===== src/rtl/field_unpacker.sv =====
// rtl/field_unpacker.sv - byte stream to six 5-bit field word unpacker; optional FU_ERR_COUNT_EN adds err_count
module field_unpacker #(
   parameter logic [1:0] MARKER = 2'b11
`ifdef FU_ERR_COUNT_EN
   , parameter int unsigned ERR_CNT_W = 8
`endif
) (
   input  logic       clk,
   input  logic       reset,
   input  logic [7:0] in_byte,
   input  logic       in_valid,
   output logic       in_ready,
   output logic [4:0] out_1,
   output logic [4:0] out_2,
   output logic [4:0] out_3,
   output logic [4:0] out_4,
   output logic [4:0] out_5,
   output logic [4:0] out_6,
   output logic       out_valid,
   input  logic       out_ready,
   output logic       frame_err
`ifdef FU_ERR_COUNT_EN
   , output logic [ERR_CNT_W-1:0] err_count
`endif
);

   logic [1:0]  idx_q, idx_d;
   logic [23:0] asm_q, asm_d;
   logic [29:0] fld_q, fld_d;
   logic        ov_q, ov_d;
   logic        ferr_q, ferr_d;

   logic        in_fire;
   logic        out_fire;
   logic        word_done;
   logic        word_good;
   logic [31:0] word;

   // The 4th byte completes the word combinationally with the three buffered bytes.
   assign in_ready  = ~ov_q | out_ready;
   assign in_fire   = in_valid & in_ready;
   assign out_fire  = ov_q & out_ready;
   assign word      = {asm_q, in_byte};
   assign word_done = in_fire & (idx_q == 2'd3);
   assign word_good = (word[1:0] == MARKER);

   // Next-state: byte assembly, output hold/release, marker check.
   always_comb begin
      idx_d  = idx_q;
      asm_d  = asm_q;
      fld_d  = fld_q;
      ov_d   = ov_q;
      ferr_d = 1'b0;
      if (in_fire) begin
         idx_d = idx_q + 2'd1;
         asm_d = {asm_q[15:0], in_byte};
      end
      if (out_fire) begin
         ov_d = 1'b0;
      end
      if (word_done) begin
         if (word_good) begin
            ov_d  = 1'b1;
            fld_d = word[31:2];
         end else begin
            ferr_d = 1'b1;
         end
      end
   end

   // State registers; reset abandons any partial or held word.
   always_ff @(posedge clk or posedge reset) begin
      if (reset) begin
         idx_q  <= 2'd0;
         asm_q  <= 24'd0;
         fld_q  <= 30'd0;
         ov_q   <= 1'b0;
         ferr_q <= 1'b0;
      end else begin
         idx_q  <= idx_d;
         asm_q  <= asm_d;
         fld_q  <= fld_d;
         ov_q   <= ov_d;
         ferr_q <= ferr_d;
      end
   end

   assign out_1     = fld_q[29:25];
   assign out_2     = fld_q[24:20];
   assign out_3     = fld_q[19:15];
   assign out_4     = fld_q[14:10];
   assign out_5     = fld_q[9:5];
   assign out_6     = fld_q[4:0];
   assign out_valid = ov_q;
   assign frame_err = ferr_q;

`ifdef FU_ERR_COUNT_EN
   logic [ERR_CNT_W-1:0] cnt_q, cnt_d;

   // Count moves in the same cycle frame_err rises; sticks at all-ones.
   always_comb begin
      cnt_d = cnt_q;
      if (word_done && !word_good && (cnt_q != {ERR_CNT_W{1'b1}})) begin
         cnt_d = cnt_q + {{(ERR_CNT_W-1){1'b0}}, 1'b1};
      end
   end

   // Error counter register, cleared only by reset.
   always_ff @(posedge clk or posedge reset) begin
      if (reset) begin
         cnt_q <= '0;
      end else begin
         cnt_q <= cnt_d;
      end
   end

   assign err_count = cnt_q;
`endif

endmodule


===== config.mk =====
export PLATFORM = sky130hd
export DESIGN_NAME = field_unpacker
export DESIGN_NICKNAME = d
export VERILOG_FILES = /design/src/rtl/field_unpacker.sv
export SDC_FILE = /design/constraint.sdc
export NUM_CORES = 1
export LEC_CHECK = 0
export CORE_ASPECT_RATIO = 0.7
export CORE_MARGIN = 1
export CORE_UTILIZATION = 26
export DETAILED_ROUTE_END_ITERATION = 16
export PLACE_DENSITY_LB_ADDON = 0.05
export SLEW_MARGIN = 20
export SYNTH_ARGS = -nofsm -noshare
export SYNTH_HDL_FRONTEND = slang
export SYNTH_SLANG_ARGS = --single-unit

===== constraint.sdc =====
create_clock -name clk -period 3 [get_ports clk]
set_clock_uncertainty 0.1 [all_clocks]
set_input_delay 0.6 -clock clk [delete_from_list [all_inputs] [get_ports clk]]
set_output_delay 0.6 -clock clk [all_outputs]
set_load 0.02 [all_outputs]

# Word-level counts from Yosys, hierarchy flattened
# Index checks and enable logic that the tools add are counted.
# W data, S select, Z words.
[word_totals]
register_bits = 58
out_inout_bits = 33
in_bits = 12
word_cells = 19
[classes]
n_addsub = 1
mux = 5
n_bitwise = 5
eq_ne = 2
reduce_logical = 1
[ops]
columns = ["cell", "n"]
rows = [
  ["$mux W1", 5],
  ["$eq A2 B2 Y1 const B", 2],
  ["$and A1 B1 Y1", 3],
  ["$add A2 B1 Y2 const B", 1],
  ["$reduce_and A2 Y1", 1],
  ["$not A1 Y1", 1],
  ["$or A1 B1 Y1", 1],
]

# Depth between registers and ports, before layout
[depth]
word_depth = 5
ltp_mapped = 5
mapped_depth_nobuf = 4

# Worst setup path after synthesis
# No wires, ideal clock.
[synth_path]
path_kind = "input-to-reg"
start = "input out_ready"
end = "register asm_q[0]"
required_time_ps = 2775
path_buffers = 1
setup_time_ps = 125
arrival_ps = 1460
path_slack_ps = 1315
cell_stages = 4
cell_sequence = "nand2b_4 > nand2_2 > buf_4 > mux2_2"
[synth_via]
elab_chain_len = 2
[synth_lines]
columns = ["item", "line_no", "text"]
rows = [
  ["from (decl)", "20", "input logic out_ready,"],
  ["$or A1 B1 Y1", "40", "assign in_ready = ~ov_q | out_ready;"],
  ["$and A1 B1 Y1", "41", "assign in_fire = in_valid & in_ready;"],
  ["to (signal assigned)", "81", "asm_q <= asm_d;"],
  ["to (decl)", "28", "logic [23:0] asm_q, asm_d;"],
]
# Every way passes these cells.
# A chain may end at the register's enable or synchronous reset.

# Worst setup path after layout
[layout_path]
start = "input out_ready"
end = "output in_ready"
[layout_via]
elab_chain_len = 1
[layout_lines]
columns = ["item", "line_no", "text"]
rows = [
  ["$or A1 B1 Y1", "40", ""],
  ["to (decl)", "12", "output logic in_ready,"],
]
# Every way passes these cells.

==> run summary <==
RR Endpoint = fld_q[12]$_DFFE_PP0P_
Routed Antenna Nets = 0
Die Ht = 80.8 µm
fin util = 37.1%
Async SR Flop Fraction = 100%
full die area = 9250 µm²
most instantiated cells after synthesis = 58 x dfrtp_1, 29 x mux2_4, 26 x mux2_2
Max FO, Critical Path = 4
FMAX = 401 MHz
htree depth = 3
area of the core = 8510 µm²
Syn Inst Count = 129
Final period util = 83.2%
FF-to-FF setup slack = 1.22 ns
CP Launch Type = input pin
die width = 115 µm
final hold vios = 0
vias per cell = 3.98
ranking of synthesized cells by area = dfrtp_1 63%, mux2_4 19%, mux2_2 13%
clk sinks = 58
Reg-to-Reg Start = idx_q[0]$_DFFE_PP0P_
FP Rows = 28
Post-synth EDFFs = 0
setup violators final = 0
vias in the first global route = 1343
initial antenna violation count = 0
Yosys reg bits = 58
Critical Path End Type = output port
Worst VDD drop = 0.000298 V
post-synth net total = 142
area of the multi-input gates = 801 µm²
TritonCTS Buffers = 9
n_diodes = 0
fin nets = 196
crit path DAT = 1.80 ns
Hold Path Class = reg2reg
Pre-antenna DRT Iters = 4
worst skew pair latency = 0.32 ns
Avg Synthesized Cell Area = 17.9 µm²
synth unique cells = 14
grt ovf = 0
post-route setup TNS = 0 ns
DRT iter0 DRCs = 23
synth warn = 0
GPL Wtd Cong = 0.644
hold-fix buffers at CTS = 0
pwr/cell area = 1070 nW/µm²
Worst Tran Pin Value = 0.683 ns
mapped cell area = 2300 µm²
RSZ-0062 raised after global routing = no
main flop type after synthesis = dfrtp_1
IO Pins = 45
register area share after synthesis = 63.0%
first-pass GRT wire length = 6840 µm
clock root buffer = clkbuf_16
Slew Viols, Final = 0
CP required = 2.30 ns
Worst-path clk slew = 0.05 ns
Remaining DRCs = 0
fillers = 828
Clock Tree Buf Depth = 2
top-count cell post-synth = dfrtp_1
number of port buffers = 44
Final min period = 2.50 ns
leak pwr = 1.45 nW
postcts setup bufs = 0
Starting Density = 27.1%
Critical Path Source = out_ready
crit path capture = in_ready
dominant cell type by area after synthesis = dfrtp_1
Tot GR Track Use = 10.2%
Via Count = 1226
layout cells sized above 1 = 41.0%
Area Overhead vs Synth = 37.1%
WL final = 4160 µm
post_cts resized = 0
detailed placement HPWL = 2720 µm
FF+latch area = 1450 µm²
outcome = finished clean
CTS tree = built
largest net degree at the start of global routing = 29
wire length per cell = 13.5 µm
top cell type's share of synthesized area = 63.0%
Reg2Reg Depth = 5
relative slew slack = 54.3%
max-cap violation count = 0
critical path class = in2out
kinds of logic (layout without fill, tap and decap cells):
family / count (synthesis) / in the layout / share of synthesized area [%]
adders and majority gates: 1 / 1 / 0.543
DFF: 58 / 58 / 63.0
xor gates and xnor gates: 1 / 1 / 0.380
buffers and inverters: 6 / 65 / 2.28
and+or+nand+nor: 8 / 8 / 2.23
muxes: 55 / 55 / 31.6
per-layer routing:
layer | part of all wire, % | wire length (µm) | vias up | track usage [%]
li1 | - | - | 561 | -
met1 | 43 | 1810 | 622 | 12.1
met2 | 49 | 2020 | 36 | 15.5
met3 | 6.1 | 254 | 7 | 5.37
met4 | 1.9 | 77 | 0 | 4.68
met5 | 0 | 0 | - | 0
how the worst min path moves through the flow:
stage | from | end | slack [ns] | cells after the start
after floorplan | idx_q[0]$_DFFE_PP0P_ | idx_q[0]$_DFFE_PP0P_ | 0.35 | 1
after global placement | idx_q[0]$_DFFE_PP0P_ | idx_q[0]$_DFFE_PP0P_ | 0.37 | 1
after detailed placement | idx_q[0]$_DFFE_PP0P_ | idx_q[0]$_DFFE_PP0P_ | 0.38 | 1
after CTS | idx_q[0]$_DFFE_PP0P_ | idx_q[0]$_DFFE_PP0P_ | 0.39 | 1
after global routing | idx_q[0]$_DFFE_PP0P_ | idx_q[0]$_DFFE_PP0P_ | 0.39 | 1
final | idx_q[0]$_DFFE_PP0P_ | idx_q[0]$_DFFE_PP0P_ | 0.39 | 1
layout make-up:
cell class              count  share of cell area [%]
clock buffers              14                    8.67
clock inverters             2                   0.317
inverters                   1                   0.119
multi-input cells          65                    25.3
flip-flops and latches     58                    45.9
well taps                 120                    4.75
repair buffers             48                    14.9
registers in the layout, summed over array words and instances (netlist names):
signal     count
idx_q          2
out_valid      1
asm_q         24
frame_err      1
fld_q         30
cells in the final DEF (no fill, tap or decap):
master	n
nand2b_4	1
and3_1	1
dfrtp_1	58
clkbuf_8	3
nand2_1	3
mux2_2	26
clkinv_2	2
clkbuf_16	9
ha_1	1
nand2_2	1
buf_4	4
clkbuf_1	2
nor2_1	1
xnor2_1	1
clkdlybuf4s50_1	44
mux2_4	29
inv_2	1
nand3_2	1
metrics by stage:
step	setup WS [ns]	power, mW	instance area, µm²	hold slack (ns)	cells
2_1_floorplan	0.872	1.94	2300	0.353	129
3_3_place_gp	0.503	2.45	2880	0.368	292
3_5_place_dp	0.499	2.48	2880	0.379	292
4_1_cts	0.493	3.45	3160	0.389	308
5_1_grt	0.462	3.57	3160	0.393	308
6_report	0.504	3.39	3160	0.390	308
power breakdown:
group | internal (mW) | switching (mW) | leakage [nW] | total [mW]
Combinational | 0.717 | 0.479 | 0.611 | 1.20
Sequential | 1.08 | 0.175 | 0.699 | 1.26
Clock | 0.622 | 0.322 | 0.143 | 0.944
Total | 2.42 | 0.976 | 1.45 | 3.39
worst max-delay path, cell delays in order:
cell,delay [ns]
clkdlybuf4s50_1,0.46
nand2b_4,0.14
clkdlybuf4s50_1,0.60
Note: power is estimated with default switching activity, not from simulation.
